### src/rtl/fifo_burst_reader.sv
// Burst reader for a non-prefetch FIFO: pulls fixed or timed-out partial bursts and re-streams them via a skid FIFO.
// Optional sticky protocol-error flag is built when FBR_ERR_CHK_EN is defined.
module fifo_burst_reader #(
    parameter int DATA_W     = 32,
    parameter int LVL_W      = 11,
    parameter int BURST_LEN  = 16,
    parameter int SKID_DEPTH = 4,
    parameter int TIMEOUT    = 255
) (
    input  logic              clk,
    input  logic              rst_n,
    input  logic              enable,
    output logic              fifo_rd_en,
    input  logic [DATA_W-1:0] fifo_rd_data,
    input  logic              fifo_rd_vld,
    input  logic              fifo_empty,
    input  logic [LVL_W-1:0]  fifo_rd_level,
    output logic [DATA_W-1:0] m_data,
    output logic              m_valid,
    output logic              m_last,
    input  logic              m_ready,
    output logic              busy,
    output logic [15:0]       burst_cnt,
    output logic              err
);

    // Handshake: a beat transfers on every cycle where m_valid and m_ready are both high;
    // m_data/m_last never change while m_valid is high and m_ready is low.

    localparam int PTR_W = $clog2(SKID_DEPTH);
    localparam int CNT_W = $clog2(SKID_DEPTH + 1);
    localparam int TMR_W = (TIMEOUT > 0) ? $clog2(TIMEOUT + 1) : 1;

    localparam logic [LVL_W-1:0] BURST_LVL = LVL_W'(BURST_LEN);
    localparam logic [LVL_W-1:0] LVL_ONE   = LVL_W'(1);
    localparam logic [TMR_W-1:0] TMR_MAX   = TMR_W'(TIMEOUT);
    localparam logic [CNT_W-1:0] SKID_FULL = CNT_W'(SKID_DEPTH);
    localparam logic [CNT_W-1:0] CNT_ONE   = CNT_W'(1);
    localparam logic [PTR_W-1:0] PTR_LAST  = PTR_W'(SKID_DEPTH - 1);

    typedef enum logic [1:0] {
        ST_IDLE,
        ST_BURST,
        ST_DRAIN
    } state_e;

    state_e             state_q, state_d;
    logic [LVL_W-1:0]   beats_q, beats_d;
    logic [LVL_W-1:0]   out_left_q, out_left_d;
    logic [CNT_W-1:0]   outst_q, outst_d;
    logic [CNT_W-1:0]   skid_cnt_q, skid_cnt_d;
    logic [PTR_W-1:0]   wr_ptr_q, wr_ptr_d;
    logic [PTR_W-1:0]   rd_ptr_q, rd_ptr_d;
    logic [TMR_W-1:0]   timer_q, timer_d;
    logic [15:0]        burst_cnt_q, burst_cnt_d;
    logic [DATA_W-1:0]  skid_mem [SKID_DEPTH];

    logic pop, push, vld_ok;

    // Credit check counts in-flight reads plus buffered words, so the skid can never overflow.
    assign fifo_rd_en = (state_q == ST_BURST) && (beats_q != '0) && !fifo_empty &&
                        (({1'b0, outst_q} + {1'b0, skid_cnt_q}) < {1'b0, SKID_FULL});

    assign m_valid   = (skid_cnt_q != '0);
    assign m_data    = m_valid ? skid_mem[rd_ptr_q] : '0;
    assign m_last    = m_valid && (out_left_q == LVL_ONE);
    assign busy      = (state_q != ST_IDLE);
    assign burst_cnt = burst_cnt_q;

    assign pop    = m_valid && m_ready;
    assign vld_ok = fifo_rd_vld && (outst_q != '0);
    assign push   = vld_ok && ((skid_cnt_q != SKID_FULL) || pop);

    always_comb begin
        outst_d    = outst_q;
        skid_cnt_d = skid_cnt_q;
        wr_ptr_d   = wr_ptr_q;
        rd_ptr_d   = rd_ptr_q;
        if (fifo_rd_en && !vld_ok) outst_d = outst_q + CNT_ONE;
        if (!fifo_rd_en && vld_ok) outst_d = outst_q - CNT_ONE;
        if (push && !pop) skid_cnt_d = skid_cnt_q + CNT_ONE;
        if (pop && !push) skid_cnt_d = skid_cnt_q - CNT_ONE;
        if (push) wr_ptr_d = (wr_ptr_q == PTR_LAST) ? '0 : wr_ptr_q + PTR_W'(1);
        if (pop)  rd_ptr_d = (rd_ptr_q == PTR_LAST) ? '0 : rd_ptr_q + PTR_W'(1);
    end

    always_comb begin
        state_d     = state_q;
        beats_d     = beats_q;
        out_left_d  = pop ? out_left_q - LVL_ONE : out_left_q;
        timer_d     = '0;
        burst_cnt_d = burst_cnt_q;
        case (state_q)
            ST_IDLE: begin
                if (enable && (fifo_rd_level != '0) && (fifo_rd_level < BURST_LVL))
                    timer_d = (timer_q == TMR_MAX) ? timer_q : timer_q + TMR_W'(1);
                if (enable && (fifo_rd_level >= BURST_LVL)) begin
                    state_d    = ST_BURST;
                    beats_d    = BURST_LVL;
                    out_left_d = BURST_LVL;
                end else if (enable && (TIMEOUT != 0) && (fifo_rd_level != '0) &&
                             (timer_q == TMR_MAX)) begin
                    state_d    = ST_BURST;
                    beats_d    = fifo_rd_level;
                    out_left_d = fifo_rd_level;
                end
            end
            ST_BURST: begin
                if (fifo_rd_en) begin
                    beats_d = beats_q - LVL_ONE;
                    if (beats_q == LVL_ONE) state_d = ST_DRAIN;
                end
            end
            ST_DRAIN: begin
                if (pop && (out_left_q == LVL_ONE)) begin
                    state_d     = ST_IDLE;
                    burst_cnt_d = burst_cnt_q + 16'd1;
                end
            end
            default: state_d = ST_IDLE;
        endcase
    end

    always_ff @(posedge clk) begin
        if (!rst_n) begin
            state_q     <= ST_IDLE;
            beats_q     <= '0;
            out_left_q  <= '0;
            outst_q     <= '0;
            skid_cnt_q  <= '0;
            wr_ptr_q    <= '0;
            rd_ptr_q    <= '0;
            timer_q     <= '0;
            burst_cnt_q <= '0;
        end else begin
            state_q     <= state_d;
            beats_q     <= beats_d;
            out_left_q  <= out_left_d;
            outst_q     <= outst_d;
            skid_cnt_q  <= skid_cnt_d;
            wr_ptr_q    <= wr_ptr_d;
            rd_ptr_q    <= rd_ptr_d;
            timer_q     <= timer_d;
            burst_cnt_q <= burst_cnt_d;
        end
    end

    // Storage needs no reset: the head is masked by m_valid.
    always_ff @(posedge clk) begin
        if (push) skid_mem[wr_ptr_q] <= fifo_rd_data;
    end

`ifdef FBR_ERR_CHK_EN
    logic err_q;
    always_ff @(posedge clk) begin
        if (!rst_n)
            err_q <= 1'b0;
        else if ((fifo_rd_vld && (outst_q == '0)) ||
                 (vld_ok && (skid_cnt_q == SKID_FULL) && !pop))
            err_q <= 1'b1;
    end
    assign err = err_q;
`else
    assign err = 1'b0;
`endif

endmodule
### config.mk
export PLATFORM = sky130hd
export DESIGN_NAME = fifo_burst_reader
export DESIGN_NICKNAME = d
export VERILOG_FILES = /design/src/rtl/fifo_burst_reader.sv
export SDC_FILE = /design/constraint.sdc
export NUM_CORES = 1
export LEC_CHECK = 0
export BUFFER_PORTS_ARGS = -buffer_cell sky130_fd_sc_hd__buf_2
export CAP_MARGIN = 20
export CORE_ASPECT_RATIO = 1.2
export CORE_MARGIN = 1
export CORE_UTILIZATION = 40
export DETAILED_ROUTE_END_ITERATION = 12
export GPL_TIMING_DRIVEN = 0
export PLACE_DENSITY = 0.68
export SYNTH_ARGS = -nofsm -noshare
export SYNTH_HDL_FRONTEND = slang
export SYNTH_SLANG_ARGS = --single-unit
### constraint.sdc
create_clock -name clk -period 3.5 [get_ports clk]
set_input_delay 0.35 -clock clk [delete_from_list [all_inputs] [get_ports clk]]
set_output_delay 0.35 -clock clk [all_outputs]
set_load 0.005 [all_outputs]
==> impl_metrics.toml, run 1 <==
[final_layout]
area_used_by_multi_input_combinational_logic_sq_um = 2890
fillers = 1738
ant_diodes = 0
register_cell_area_after_layout_sq_um = 5040
layout-drive-gt1-share = 0.275
finish.net_count = 770
area_growth_syn_to_layout_pct = 17.4

[sta]
setup_viol_count_final = 0
final-max-slew-violation-count = 0
period_needed_ns = 3.02
achievable-frequency_ghz = 0.331
rsz0062_at_grt = "false"
max-slew-margin-rel = 0.273
final_min_period_over_clock_period = 0.862
hold_viol = 0
fin_skew_ns = 0.0228
worstMarginPinSlew_ns = 1.08
setup_tns_ns = 0

[setup_path]
critPathSlowestCell = "sky130_fd_sc_hd__nor3_1"
regToRegStartpoint = "skid_cnt_q[2]"
crit_path_start_kind = "register"
crit_type = "register to output pin"
timing.critical_path.to_type = "output pin"
timing.critical_path.required_ns = 3.15
startpoint = "skid_cnt_q[0]"
rr_worst_depth = 10
critical_path.max_stage_delay_ns = 0.86
crit_chain = "buf_4 -> nor3_1 -> clkbuf_1 -> nor2_1 -> buf_2"
critical_path.max_fanout = 10
worst-endpoint-arrival_ns = 2.67

[pwr]
leakage_component_of_the_power_nw = 3.41
power.density_nw_per_um2 = 663
worst_ir_drop_vdd_mv = 0.346
total_power_mw = 6.31

[floorplanning]
fp.dieH_microns = 158
die_width_microns = 132
std_cell_rows = 56
die_area_sq_um = 20800
initial_cell_density_of_the_core = 0.412
ports_placed_on_the_boundary = 102
design.core.area_sq_um = 19700

[logic_synthesis]
syn-mean-instance-area_sq_um = 13.8
synth_area_leaders = "sky130_fd_sc_hd__edfxtp_1 (47%), sky130_fd_sc_hd__dfxtp_1 (15%), sky130_fd_sc_hd__mux4_2 (8.9%), sky130_fd_sc_hd__nor2b_1 (2.7%), sky130_fd_sc_hd__nor2_1 (2.4%)"
synthesis.area_sq_um = 8110
synth.net_count = 651
synth.largest_area_cell = "sky130_fd_sc_hd__edfxtp_1"
synthDominantCellAreaShare = 0.474
top_cells_by_count_synth = "sky130_fd_sc_hd__edfxtp_1 (128), sky130_fd_sc_hd__dfxtp_1 (60), sky130_fd_sc_hd__nor2_1 (51), sky130_fd_sc_hd__nand2_1 (37), sky130_fd_sc_hd__nor2b_1 (35)"
synth-warning-count = 0
ys_dominant_reg_cell = "sky130_fd_sc_hd__edfxtp_1"
ys_ff_latch = 188
synthesis.instances = 586
synth_enable_flop_cells = 128
number_of_distinct_library_cells_after_synthesis = 63
ys_seq_area_frac = 0.622
postSynth.asyncResetShare = 0
yosys.cell_count.top_type = "sky130_fd_sc_hd__edfxtp_1"

[drt]
dr.first_iter.drc_count = 278
detail_route.wl_per_cell_microns = 16.6
drt_first_pass_iters = 5
drt-total-wl_microns = 16200
avgViaCountPerCell = 5.17
detailroute.via_count = 5057
antenna_left = 0
drcViolationCount = 0

[clocking]
cts-resized-gates = 0
clock_pin_slew_on_the_worst_setup_and_hold_paths_ns = 0.07
clock_path_buffers = 2
cts_tree = "done"
clock_sinks = 188
clk_latency_worst_skew_pair_ns = 0.44
cts_post_setup_buffers_inserted = 0
tritoncts.num_buffers = 17
ctsHoldBuffers = 0
htree_num_levels = 4
cts.root.buffer_cell = "sky130_fd_sc_hd__clkbuf_16"

[grt]
grt_max_degree = 33
grt_remaining_overflow = 0
first_pass_grt_wire_length_microns = 25700
grt_antenna_before_repair = 0
grt_pass1_vias = 4959
grtUsageTotal = 0.162

[place]
routabilityCongestion = 0.846
placement.io_buffers = 100
detailed_placement_hpwl_microns = 10900

[hold_path]
hold_path.class = "input pin to register"
worst_hold_launch = "fifo_rd_data[3]"
hold_path_depth = 1

[flow_run]
max_cap_viol_count = 0

[run_status]
run_status = "finished, final reports clean"
state kept, by name, indices dropped and copies added (netlist names), named ones only:
signal,count
skid_cnt_q,3
out_left_q,11
skid_mem,128
rd_ptr_q,2
outst_q,3
burst_cnt,16
state_q,2
beats_q,11
wr_ptr_q,2
timer_q,8
metal layers:
layer	track usage	share of wire	vias up	wire [microns]
met4	0.0576	0.0091	0	147
li1	-	-	2447	-
met5	0	0	-	0
met2	0.290	0.51	132	8320
met1	0.192	0.43	2464	7020
met3	0.0359	0.046	14	750
where the power goes:
group / switching (mW) / internal, mW / total (mW) / leakage [nW]
logic: 0.916 / 0.807 / 1.72 / 1.49
clock network: 0.877 / 1.01 / 1.89 / 0.277
registers: 0.125 / 2.58 / 2.70 / 1.64
layout by cell type (no fill, tap or decap), drive strengths merged, types with 5 or more instances in the layout:
cell / n
inv: 27
nand2: 38
nand3: 14
o31ai: 6
nor2b: 35
or4: 5
buf: 109
and3: 6
a21oi: 14
nand2b: 8
mux4: 32
mux2i: 8
nand4: 9
xnor2: 18
ha: 14
xor2: 9
nor2: 52
and2: 6
nor4: 11
dfxtp: 60
nor3: 14
o21ai: 11
clkbuf: 28
edfxtp: 128
a211oi: 7
logic make-up after synthesis:
group | Yosys count | synth area share
AOI/OAI and AO/OA | 63 | 0.0590
buffers and inverters | 40 | 0.0213
DFF | 188 | 0.622
adders and majority gates | 16 | 0.0266
xor gates and xnor gates | 27 | 0.0301
other | 1 | 0.000463
muxes | 40 | 0.0988
and+or+nand+nor | 211 | 0.141
path summary, 6_finish.rpt:
path / endpoint / slack [ns]
max: m_last / 0.48
min: skid_mem[2][3] / 0.13
max reg2reg: outst_q[2] / 0.66
min reg2reg: beats_q[10] / 0.44
worst max-delay path, delay by kind of cell (launching register included):
| kind | cells | cell delay [ns] |
|---|---|---|
| buf+inv | 3 | 0.88 |
| flops | 1 | 0.30 |
| simple gates | 2 | 1.04 |
stage by stage:
step                std cells  setup WS, ns  area [sq um]  hold slack (ns)   util
floorplan                 586         0.992          8110            0.412      -
global placement          947         0.647          8930            0.421  0.454
detailed placement        947         0.664          8940            0.430  0.454
CTS                       978         0.412          9510            0.113  0.483
global route              978         0.349          9510            0.115  0.483
finish                    978         0.482          9510            0.132  0.483
layout make-up:
class,instances,area share
Multi-Input combinational cell,358,0.304
Clock inverter,14,0.0159
Inverter,20,0.00789
Clock buffer,17,0.0447
Sequential cell,188,0.530
Timing Repair Buffer,100,0.0526
Tap cell,261,0.0343
Buffer,20,0.0103
No activity file was read; power rests on OpenSTA's default activity.
==> run 2, diff against run 1 <==
BUFFER_PORTS_ARGS = -buffer_cell sky130_fd_sc_hd__buf_4   (was -buffer_cell sky130_fd_sc_hd__buf_2)
==> run 2 against run 1 <==
- utilization rose by 1.3 points
- combinational power rose by 9.9%
- critical path depth rose by 5
- clock skew fell by 0.0076 ns
- die area did not move
==> impl_metrics.toml, run 2 (synthesis gave the netlist of run 1 again) <==
[run_status]
run_status = "finished, final reports clean"

[final_layout]
area_growth_syn_to_layout_pct = 20.7
finish.net_count = 771
layout_commonest_cell = "sky130_fd_sc_hd__edfxtp_1"
flip_flop_count_of_the_largest_register_after_layout = 128
area_used_by_multi_input_combinational_logic_sq_um = 2890
utilization = 0.497
fillers = 1702
max_flop_register = "skid_mem"
register_cell_area_after_layout_sq_um = 5040
most-common-layout-cells = "sky130_fd_sc_hd__edfxtp_1 (128), sky130_fd_sc_hd__buf_4 (103), sky130_fd_sc_hd__dfxtp_1 (60)"
ant_diodes = 0
layout-drive-gt1-share = 0.274

[floorplanning]
ports_placed_on_the_boundary = 102
fp.dieH_microns = 158
std_cell_rows = 56
die_width_microns = 132
design.core.area_sq_um = 19700
die_area_sq_um = 20800
initial_cell_density_of_the_core = 0.412

[setup_path]
crit_path_start_kind = "register"
timing.critical_path.to_type = "register"
startpoint = "skid_cnt_q[2]"
critical_path.max_fanout = 9
cp_common_cell = "sky130_fd_sc_hd__ha_1"
worst-endpoint-arrival_ns = 3.25
regToRegStartpoint = "skid_cnt_q[2]"
crit_type = "register to register"
critical_path.max_stage_delay_ns = 0.47
timing.critical_path.required_ns = 3.86
critPathSlowestCell = "sky130_fd_sc_hd__dfxtp_1"
crit_chain = "ha_1 -> or4_4 -> a311oi_4 -> nand2_2 -> ha_1 -> inv_1 -> fa_1 -> xor2_1 -> or3_1 -> a21oi_1"

[drt]
wl_met1_microns = 7070
dr.first_iter.drc_count = 247
drt-total-wl_microns = 16600
drt_first_pass_iters = 4
drcViolationCount = 0
avgViaCountPerCell = 5.26
routed-wl-met2_microns = 8550
highest-signal-layer = "met4"
antenna_left = 0
detailroute.wirelength.met3_microns = 785
detailroute.via_count = 5150
detail_route.wl_per_cell_microns = 16.9

[place]
routabilityCongestion = 0.908
placement.io_buffers = 100
detailed_placement_hpwl_microns = 11600

[sta]
setup_tns_ns = 0
achievable-frequency_ghz = 0.345
max-slew-margin-rel = 0.418
fin_skew_ns = 0.0153
setup_viol_count_final = 0
final-max-slew-violation-count = 0
hold_viol = 0
period_needed_ns = 2.89
final_min_period_over_clock_period = 0.827
rsz0062_at_grt = "false"
worstMarginPinSlew_ns = 0.872

[grt]
grt_antenna_before_repair = 0
grt_pass1_vias = 5228
first_pass_grt_wire_length_microns = 26600
grt_remaining_overflow = 0
grtUsageTotal = 0.167
grt_max_degree = 33

[pwr]
power.density_nw_per_um2 = 662
worst_ir_drop_vdd_mv = 0.378
total_power_mw = 6.47
leakage_component_of_the_power_nw = 3.46

[hold_path]
hold_path.class = "input pin to register"
worst_hold_launch = "fifo_rd_data[16]"

[clocking]
cts_tree = "done"
ctsHoldBuffers = 0
htree_num_levels = 4
clock_pin_slew_on_the_worst_setup_and_hold_paths_ns = 0.07
clock_path_buffers = 2
clk_latency_worst_skew_pair_ns = 0.43
cts-resized-gates = 0
cts.root.buffer_cell = "sky130_fd_sc_hd__clkbuf_16"
clock_sinks = 188
tritoncts.num_buffers = 17
cts_post_setup_buffers_inserted = 0

[flow_run]
max_cap_viol_count = 0
-- run 2: critical path, delay by kind of cell (launching register included) --
family                   cells  cell delay (ns)
AND/OR/NAND/NOR              3             0.98
adder cells (fa/ha/maj)      3             0.75
flip-flops                   1             0.47
AO/OA/AOI/OAI                2             0.45
buffers and inverters        1             0.09
XOR/XNOR                     1             0.07
-- run 2: path summary, 6_finish.rpt --
check	endpoint	slack (ns)	cells after the start
worst min register to register	beats_q[10]	0.44	2
worst max register to register	outst_q[2]	0.61	10
worst max-delay path	outst_q[2]	0.61	10
worst min-delay path	skid_mem[0][16]	0.12	1
-- run 2: layout make-up --
class | count | area share
timing repair buffer | 101 | 0.0773
clock inverter | 14 | 0.0161
multi-input combinational | 358 | 0.296
clock buffer | 18 | 0.0439
sequential | 188 | 0.516
tap | 261 | 0.0334
inverter | 20 | 0.00768
buffer | 20 | 0.00998
-- run 2: where the power goes --
part,leakage (nW),internal [mW],switching [mW]
Sequential,1.64,2.58,0.127
Combinational,1.55,0.950,0.943
Clock,0.276,1.01,0.865
-- run 2: per-stage QoR --
step | cell area [sq um] | setup slack, ns | hold slack [ns] | instances
floorplan | 8110 | 0.992 | 0.412 | 586
global placement | 9180 | 0.756 | 0.421 | 947
detailed placement | 9190 | 0.633 | 0.430 | 947
CTS | 9770 | 0.381 | 0.0996 | 979
global route | 9780 | 0.474 | 0.0965 | 980
finish | 9780 | 0.605 | 0.120 | 980
-- run 2: layer usage --
| layer | GRT usage | up-vias |
|---|---|---|
| met5 | 0 | - |
| met4 | 0.0576 | 0 |
| met3 | 0.0394 | 20 |
| met2 | 0.303 | 133 |
| met1 | 0.194 | 2557 |
| li1 | - | 2440 |
